File: config.mk
export PLATFORM = sky130hd
export DESIGN_NAME = io_dispatch
export DESIGN_NICKNAME = d
export VERILOG_FILES = /design/src/rtl/io_dispatch.sv
export SDC_FILE = /design/constraint.sdc
export NUM_CORES = 1
export LEC_CHECK = 0
export CORE_MARGIN = 3
export CORE_UTILIZATION = 29
export DETAILED_ROUTE_END_ITERATION = 6
export MAX_ROUTING_LAYER = met4
export PLACE_DENSITY_LB_ADDON = 0.12
export RECOVER_POWER = 25
export SETUP_SLACK_MARGIN = 0.02
export SLEW_MARGIN = 15
export SYNTH_ARGS = -nofsm -noshare
export SYNTH_HDL_FRONTEND = slang
export SYNTH_SLANG_ARGS = --single-unit
File: constraint.sdc
create_clock -name clk -period 1.1 [get_ports clk]
set_input_delay 0.11 -clock clk [delete_from_list [all_inputs] [get_ports clk]]
set_output_delay 0.11 -clock clk [all_outputs]
set_load 0.1 [all_outputs]
File: src/rtl/io_dispatch.sv
// io_dispatch: memory-mapped I/O dispatcher between the core data port,
// system RAM (page 0) and NCH peripheral channels.
// Page map (P = addr[ADDR_W-1:PAGE_LSB]):
//   0          RAM
//   1..NCH     channel P-1 data (cleared-on-read pending, one-cycle ch_ack)
//   NCH+1      STATUS (pending, read only)
//   NCH+2      MASK   (read/write)
//   other      unmapped, reads 0, writes ignored
// Optional feature macro: IO_DISPATCH_SNAPSHOT_EN -- per-channel snapshot
// registers captured on accepted events; channel reads return the snapshot
// instead of the live channel bus.
module io_dispatch #(
    parameter int DATA_W   = 16,
    parameter int ADDR_W   = 24,
    parameter int PAGE_LSB = 16,
    parameter int RAM_AW   = 15,
    parameter int NCH      = 4
) (
    input  logic                  clk,
    input  logic                  rst,
    input  logic [ADDR_W-1:0]     addr,
    input  logic                  re,
    input  logic                  we,
    input  logic [DATA_W-1:0]     wdata,
    output logic [DATA_W-1:0]     rd_data,
    output logic                  rd_valid,
    output logic [RAM_AW-1:0]     ram_addr,
    output logic                  ram_we,
    output logic [DATA_W-1:0]     ram_wdata,
    input  logic [DATA_W-1:0]     ram_rdata,
    input  logic [NCH*DATA_W-1:0] ch_data,
    input  logic [NCH-1:0]        ch_event,
    output logic [NCH-1:0]        ch_ack,
    output logic                  irq
);

    localparam int PW = ADDR_W - PAGE_LSB;
    localparam logic [PW-1:0] PAGE_STATUS = PW'(NCH + 1);
    localparam logic [PW-1:0] PAGE_MASK   = PW'(NCH + 2);

    logic [PW-1:0]      page;
    logic               page_ram;
    logic [DATA_W-1:0]  rd_data_q, rd_data_d;
    logic               rd_valid_q;
    logic [NCH-1:0]     ch_ack_q, ch_ack_d;
    logic               irq_q;
    logic [NCH-1:0]     pending_q, pending_d;
    logic [NCH-1:0]     mask_q, mask_d;
    logic [NCH-1:0]     ev_accept;
    logic [DATA_W-1:0]  chan_val [NCH];

    assign page      = addr[ADDR_W-1:PAGE_LSB];
    assign page_ram  = (page == '0);
    assign ram_addr  = addr[RAM_AW-1:0];
    assign ram_we    = we && page_ram;
    assign ram_wdata = wdata;

    // Events only count while their channel is enabled
    assign ev_accept = ch_event & mask_q;

`ifdef IO_DISPATCH_SNAPSHOT_EN
    logic [DATA_W-1:0] snap_q [NCH];

    // Capture channel data at each accepted event
    always_ff @(posedge clk or posedge rst) begin
        if (rst) begin
            for (int i = 0; i < NCH; i++) snap_q[i] <= '0;
        end else begin
            for (int i = 0; i < NCH; i++)
                if (ev_accept[i]) snap_q[i] <= ch_data[i*DATA_W +: DATA_W];
        end
    end

    // Channel reads see the captured value
    always_comb begin
        for (int i = 0; i < NCH; i++) chan_val[i] = snap_q[i];
    end
`else
    // Channel reads see the live channel bus
    always_comb begin
        for (int i = 0; i < NCH; i++) chan_val[i] = ch_data[i*DATA_W +: DATA_W];
    end
`endif

    // Read mux, acknowledge/clear decode, pending and mask next state
    always_comb begin
        rd_data_d = '0;
        ch_ack_d  = '0;
        mask_d    = mask_q;
        if (page_ram) begin
            rd_data_d = ram_rdata;
        end else if (page == PAGE_STATUS) begin
            rd_data_d[NCH-1:0] = pending_q;
        end else if (page == PAGE_MASK) begin
            rd_data_d[NCH-1:0] = mask_q;
        end
        for (int i = 0; i < NCH; i++) begin
            if (page == PW'(i + 1)) begin
                rd_data_d   = chan_val[i];
                ch_ack_d[i] = re;
            end
        end
        if (we && page == PAGE_MASK) mask_d = wdata[NCH-1:0];
        // A same-cycle event beats the read clear
        pending_d = (pending_q & ~ch_ack_d) | ev_accept;
    end

    // Registered read port, acknowledges, interrupt and channel state
    always_ff @(posedge clk or posedge rst) begin
        if (rst) begin
            rd_data_q  <= '0;
            rd_valid_q <= 1'b0;
            ch_ack_q   <= '0;
            irq_q      <= 1'b0;
            pending_q  <= '0;
            mask_q     <= '1;
        end else begin
            if (re) rd_data_q <= rd_data_d;
            rd_valid_q <= re;
            ch_ack_q   <= ch_ack_d;
            irq_q      <= |(pending_q & mask_q);
            pending_q  <= pending_d;
            mask_q     <= mask_d;
        end
    end

    assign rd_data  = rd_data_q;
    assign rd_valid = rd_valid_q;
    assign ch_ack   = ch_ack_q;
    assign irq      = irq_q;

endmodule

==> results of run 1 <==
-- synth_stat cells --
cell / n
nand2_1: 5
nand2b_1: 1
o21ai_0: 11
nor3_2: 1
buf_2: 4
buf_6: 1
a22o_1: 1
nor2_1: 7
o22ai_1: 3
buf_1: 2
or2_2: 1
o21ai_1: 6
a221oi_1: 1
or3b_1: 1
o211ai_1: 4
a21oi_1: 1
dfrtp_1: 26
or4_4: 1
a22oi_1: 14
o2bb2ai_1: 3
clkbuf_1: 5
and3_1: 1
nand3b_1: 6
mux2i_1: 4
mux4_2: 12
nor4b_4: 2
nor2b_1: 3
inv_1: 21
and3b_1: 1
o21bai_1: 3
mux2_2: 4
dfstp_2: 4
nand4b_1: 5
nor3b_1: 1
a31oi_1: 3
buf_4: 32
o211a_1: 1
-- area by class of cell --
| cell class | count | area, um2 |
|---|---|---|
| multi-input combinational | 107 | 1031 |
| clock buffer | 7 | 86.33 |
| inverter | 21 | 78.83 |
| fill | 626 | 2969 |
| sequential | 30 | 760.7 |
| timing repair buffer | 160 | 1856 |
| clock inverter | 1 | 5.005 |
| tap | 96 | 120.1 |
-- worst max-delay path, delay by kind of cell --
family / cells / cell delay (ps)
AND/OR/NAND/NOR: 4 / 840
buffers and inverters: 3 / 410
-- timing repair --
item                       4_1_cts  5_1_grt
buffers inserted                 6        8
gates resized for setup         33       12
pin swaps                        9        7
setup endpoints to repair       29       29
cloned                           0        1
-- report_power, final --
part           total (W)  switching [W]  internal (W)
Clock           0.000918       0.000414      0.000504
Sequential       0.00120      0.0000406       0.00116
Combinational    0.00109       0.000458      0.000633
-- final timing paths --
kind,to,startpoint,slack [ps],depth (start not counted)
worst max-delay path,ram_we,addr[21],-370,7
worst min-delay path,ch_ack[1],rst,160,3
worst max register to register,rd_data[0],mask_q[0],-80,4
worst min register to register,irq,pending_q[2],530,2
max in group asynchronous,mask_q[3],rst,700,3
min in group clk,ram_addr[0],addr[0],220,0
-- per-stage QoR --
stage	power (W)	std cells	utilization [%]	cell area, um2
floorplan	0.002133	202	-	2118
global placement	0.002241	400	52.83	3649
detailed placement	0.002247	400	52.83	3649
CTS	0.003189	414	55.14	3809
global route	0.003352	422	57.01	3938
finish	0.003207	422	57.01	3938
-- cells in the final DEF (no fill, tap or decap), types with 3 or more instances in the layout --
cell             count
nand4b_1             5
buf_2                3
nand2_1              4
clkbuf_8             6
buf_12              30
dfrtp_2              4
o21bai_1             3
o21ai_1             15
mux2_2               4
dfstp_2              4
o211ai_1             4
clkdlybuf4s50_1     91
dfrtp_1             22
buf_6                8
buf_4               24
nand3b_1             6
nor2b_1              3
mux2i_1              4
mux4_2              12
inv_1               21
a22oi_1             14
nor2_1               5
-- kinds of logic (layout without fill, tap and decap cells) --
family          count (synthesis)  count (layout)
compound gates                 51              51
buf+inv                        65             189
flops                          30              30
mux                            20              20
simple gates                   36              36
-- state kept, by name, summed over array words and instances (netlist names) --
register,cells
rd_data,16
ch_ack,4
mask_q,4
pending_q,4
irq,1
rd_valid,1
-- routing by layer --
layer / vias up / track usage, %
met5: - / -
met4: 0 / 7.915
met3: 17 / 3.977
met2: 69 / 27.47
met1: 951 / 20.77
li1: 951 / -
==> flow_summary.toml, run 1 <==
[outcome]
violations = "setup timing"
outcome = "finished with violations"

[detailed_routing]
wl_met3_um = 416
initialDrtViolationCount = 61
wl_mm = 6.933
wl_met1_mm = 2.847
dr.pass1.iters = 4
postRouteAntennaNets = 0
dr_total_vias = 1988
vias_per_cell = 4.711
drc = 0
met2_length_mm = 3.462
wl_per_cell_um = 16.43
highest_layer = "met4"

[global_route]
grt_overflow = 0
grt_max_degree = 31
track_usage_pct = 17.24
antenna_found_initial = 0
grt_pass1_vias = 2084
grt_pass1_wl_mm = 10.86

[timing]
rsz0062_at_grt = "true"
hold_ws_ps = 163.6
setup_tns_ps = -6113
min_period_ps = 1472
drv_slew = 0
worst_pin_slew_ps = 299.5
hold_viol_final = 0
fin_skew_ps = 4.728
setup_viol = 26
relSlewSlack_pct = 80.03
finalCritPeriodShare_pct = 133.8
fmax_ghz = 0.6792
layout_setup_ws_ps = -372.3

[pwr]
power_density_nw_per_um2 = 814.5
leakagePower_nw = 1.604
ir_worst_vdd_mv = 0.4708

[cells_and_area]
antenna_cells = 0
finalNetCount = 453
synthToLayoutAreaGrowth_pct = 88.22
drive_above_1_share_pct = 34.97

[worst_setup_path]
end_kind = "primary output"
path_class = "in -> out"
arrival_ps = 1360
cp_cell_sequence = "buf_6 -> or4_4 -> buf_6 -> nor2_4 -> nand3b_1 -> nor2_4 -> buf_12"
max_stage_delay_ps = 540
crit_path_max_fanout = 2
critPathLaunchType = "input pin"
cp_data_required_time_ps = 990
critPathSlowestCell = "or4_4"

[synthesis]
synth_top_cell_by_area = "dfrtp_1"
avgSynthCellArea_um2 = 10.36
syn-num-nets = 330
yosys.area_share.simple_pct = 12.68
synth_seq_area_share_pct = 36.12
synth_fa_ha_area_share_pct = 0
synth_area_leaders = "dfrtp_1 (31%), mux4_2 (13%), buf_4 (11%), a22oi_1 (5.0%), dfstp_2 (5.0%)"
synthCells = 202
yosysWarnings = 0
synth_compound_area_share_pct = 16.21
yosys_register_bits = 30
synth_top_family_by_area = "buffers and inverters"
synth_mux_area_share_pct = 16.99
synth_cell_types = 37
synth.top_cell.area_share_pct = 31.10
synth_xor_xnor_area_share_pct = 0
synth_area_um2 = 2092

[clocking]
cts_tree = "yes"
clk_pin_slew_ps = 60
cts.sinks = 30
cts.path.max_buffers = 2
clock_latency_ps = 280
htreeDepth = 2
postCtsHoldBufs = 0
cts-root-buf = "clkbuf_8"
cts_buffers = 5

[die]
io_pins = 182
coreArea_um2 = 6907
die_h_um = 90.94
rows = 30
initial_core_util_pct = 30.29
die_x_um = 90.94
dieArea_um2 = 8269

[job]
maxCapViolations = 0

[placement]
hpwl_mm = 5.347
gp_congestion = 0.7418
port_buffers = 126
pre_cts_slack_ps = -840.9

[worst_hold_path]
hold_class = "in -> async"
No activity file was read; power rests on OpenSTA's default activity.
==> inputs of run 2 (changes only) <==
--- a/config.mk
+++ b/config.mk
@@ -8,7 +8,6 @@
 export CORE_MARGIN = 3
 export CORE_UTILIZATION = 29
 export DETAILED_ROUTE_END_ITERATION = 6
-export MAX_ROUTING_LAYER = met4
 export PLACE_DENSITY_LB_ADDON = 0.12
 export RECOVER_POWER = 25
 export SETUP_SLACK_MARGIN = 0.02
==> flow_summary.toml, run 2 (synthesized netlist as in run 1, its figures left out) <==
[clocking]
cts.path.max_buffers = 2
postCtsHoldBufs = 0
cts.sinks = 30
clk_pin_slew_ps = 60
clock_latency_ps = 280
cts-root-buf = "clkbuf_8"
cts_buffers = 5
cts_tree = "yes"
htreeDepth = 2

[pwr]
p_seq_share_pct = 37.3
power_density_nw_per_um2 = 814.4
power_switching_w = 0.0009125
internal_power_w = 0.002294
ir_worst_vdd_mv = 0.4697
sw_frac_of_total_pct = 28.46
leakagePower_nw = 1.604
combinationalPowerShare_pct = 34.0
total_power_w = 0.003207
power_frac_clock_pct = 28.6

[timing]
rsz0062_at_grt = "true"
fmax_ghz = 0.6797
hold_viol_final = 0
finalCritPeriodShare_pct = 133.8
relSlewSlack_pct = 79.98
layout_setup_ws_ps = -371.3
drv_slew = 0
worst_pin_slew_ps = 300.3
min_period_ps = 1471
fin_skew_ps = 4.765
setup_viol = 26

[detailed_routing]
initialDrtViolationCount = 72
wl_mm = 6.924
dr.pass1.iters = 4
drc = 0
postRouteAntennaNets = 0
vias_per_cell = 4.682
wl_per_cell_um = 16.41
dr_total_vias = 1976

[worst_setup_path]
rr_worst_depth = 4
end_kind = "primary output"
cp_data_required_time_ps = 990
arrival_ps = 1360
cp_cell_sequence = "buf_6 -> or4_4 -> buf_6 -> nor2_4 -> nand3b_1 -> nor2_4 -> buf_12"
path_class = "in -> out"
crit_path_max_fanout = 2
critPathLaunchType = "input pin"
critPathSlowestCell = "or4_4"
max_stage_delay_ps = 540

[cells_and_area]
multi_input_area_um2 = 1031
drive_above_1_share_pct = 34.97
layout_commonest_cell = "clkdlybuf4s50_1"
layout_common_cells = "clkdlybuf4s50_1 (91), buf_12 (30), buf_4 (24)"
antenna_cells = 0
synthToLayoutAreaGrowth_pct = 88.22
n_fill_cell = 626
finalNetCount = 453
regArea_um2 = 760.7
largest_reg_flops = 16

[global_route]
antenna_found_initial = 0
grt_overflow = 0
grt_pass1_wl_mm = 10.88
grt_pass1_vias = 2080
busiest_layer = "met2"
track_usage_pct = 16.81
grt_use_met2_pct = 27.53
grt_max_degree = 31
use_met3_pct = 4.143
grt_use_met1_pct = 20.72

[die]
rows = 30
dieArea_um2 = 8269
initial_core_util_pct = 30.29
io_pins = 182
die_x_um = 90.94
coreArea_um2 = 6907
die_h_um = 90.94

[worst_hold_path]
hold_class = "in -> async"

[placement]
port_buffers = 126
hpwl_mm = 5.347
pre_cts_slack_ps = -840.9
gp_congestion = 0.7329

[outcome]
violations = "setup timing"
outcome = "finished with violations"

[job]
maxCapViolations = 0
-- run 2: worst max-delay path: cells and delay by family --
kind / cells / cell delay (ps)
buffers and inverters: 3 / 410
and+or+nand+nor: 4 / 840
-- run 2: per-stage QoR --
| step | util (%) | area [um2] | setup TNS, ps | std cells | hold WS, ps |
|---|---|---|---|---|---|
| final | 57.01 | 3938 | -6092 | 422 | 164.5 |
| after global routing | 57.01 | 3938 | -7313 | 422 | 191.4 |
| after CTS | 55.14 | 3809 | -6393 | 414 | 171.5 |
| after detailed placement | 52.83 | 3649 | -21970 | 400 | 220.7 |
| after global placement | 52.83 | 3649 | -21150 | 400 | 220.7 |
| after floorplan | - | 2118 | -7754 | 202 | 141.4 |
-- run 2: timing repair --
item                       4_1_cts  5_1_grt
setup buffers                    6        8
setup endpoints to repair       29       29
pin swaps                        9        7
resized for setup               33       12
gates cloned                     0        1
-- run 2: cell type report --
type,count,area share [%]
clock buffer,7,2.193
clock inverter,1,0.1271
inverter,21,2.002
multi-input combinational,107,26.18
sequential,30,19.32
tap,96,3.051
timing repair buffer,160,47.12
-- run 2: layer usage --
| layer | vias to the layer above | routed length, um |
|---|---|---|
| li1 | 947 | - |
| met1 | 945 | 2849 |
| met2 | 67 | 3452 |
| met3 | 17 | 418 |
| met4 | 0 | 204 |
| met5 | - | 0 |
-- run 2: path summary, 6_finish.rpt --
check                             startpoint          end  slack, ps
worst max register to register     mask_q[0]   rd_data[0]        -80
worst min register to register  pending_q[2]          irq        530
min in group clk                     addr[0]  ram_addr[0]        220
worst max-delay path                addr[21]       ram_we       -370
worst min-delay path                     rst    ch_ack[1]        160
max in group asynchronous                rst    mask_q[3]        700
-- run 2: power by group through the flow --
stage	logic, W	registers, W	clock network [W]
2_1_floorplan	0.000807	0.00133	0
3_3_place_gp	0.00102	0.00122	0
3_5_place_dp	0.00103	0.00122	0
4_1_cts	0.00105	0.00120	0.000937
5_1_grt	0.00116	0.00120	0.000991
6_report	0.00109	0.00120	0.000918
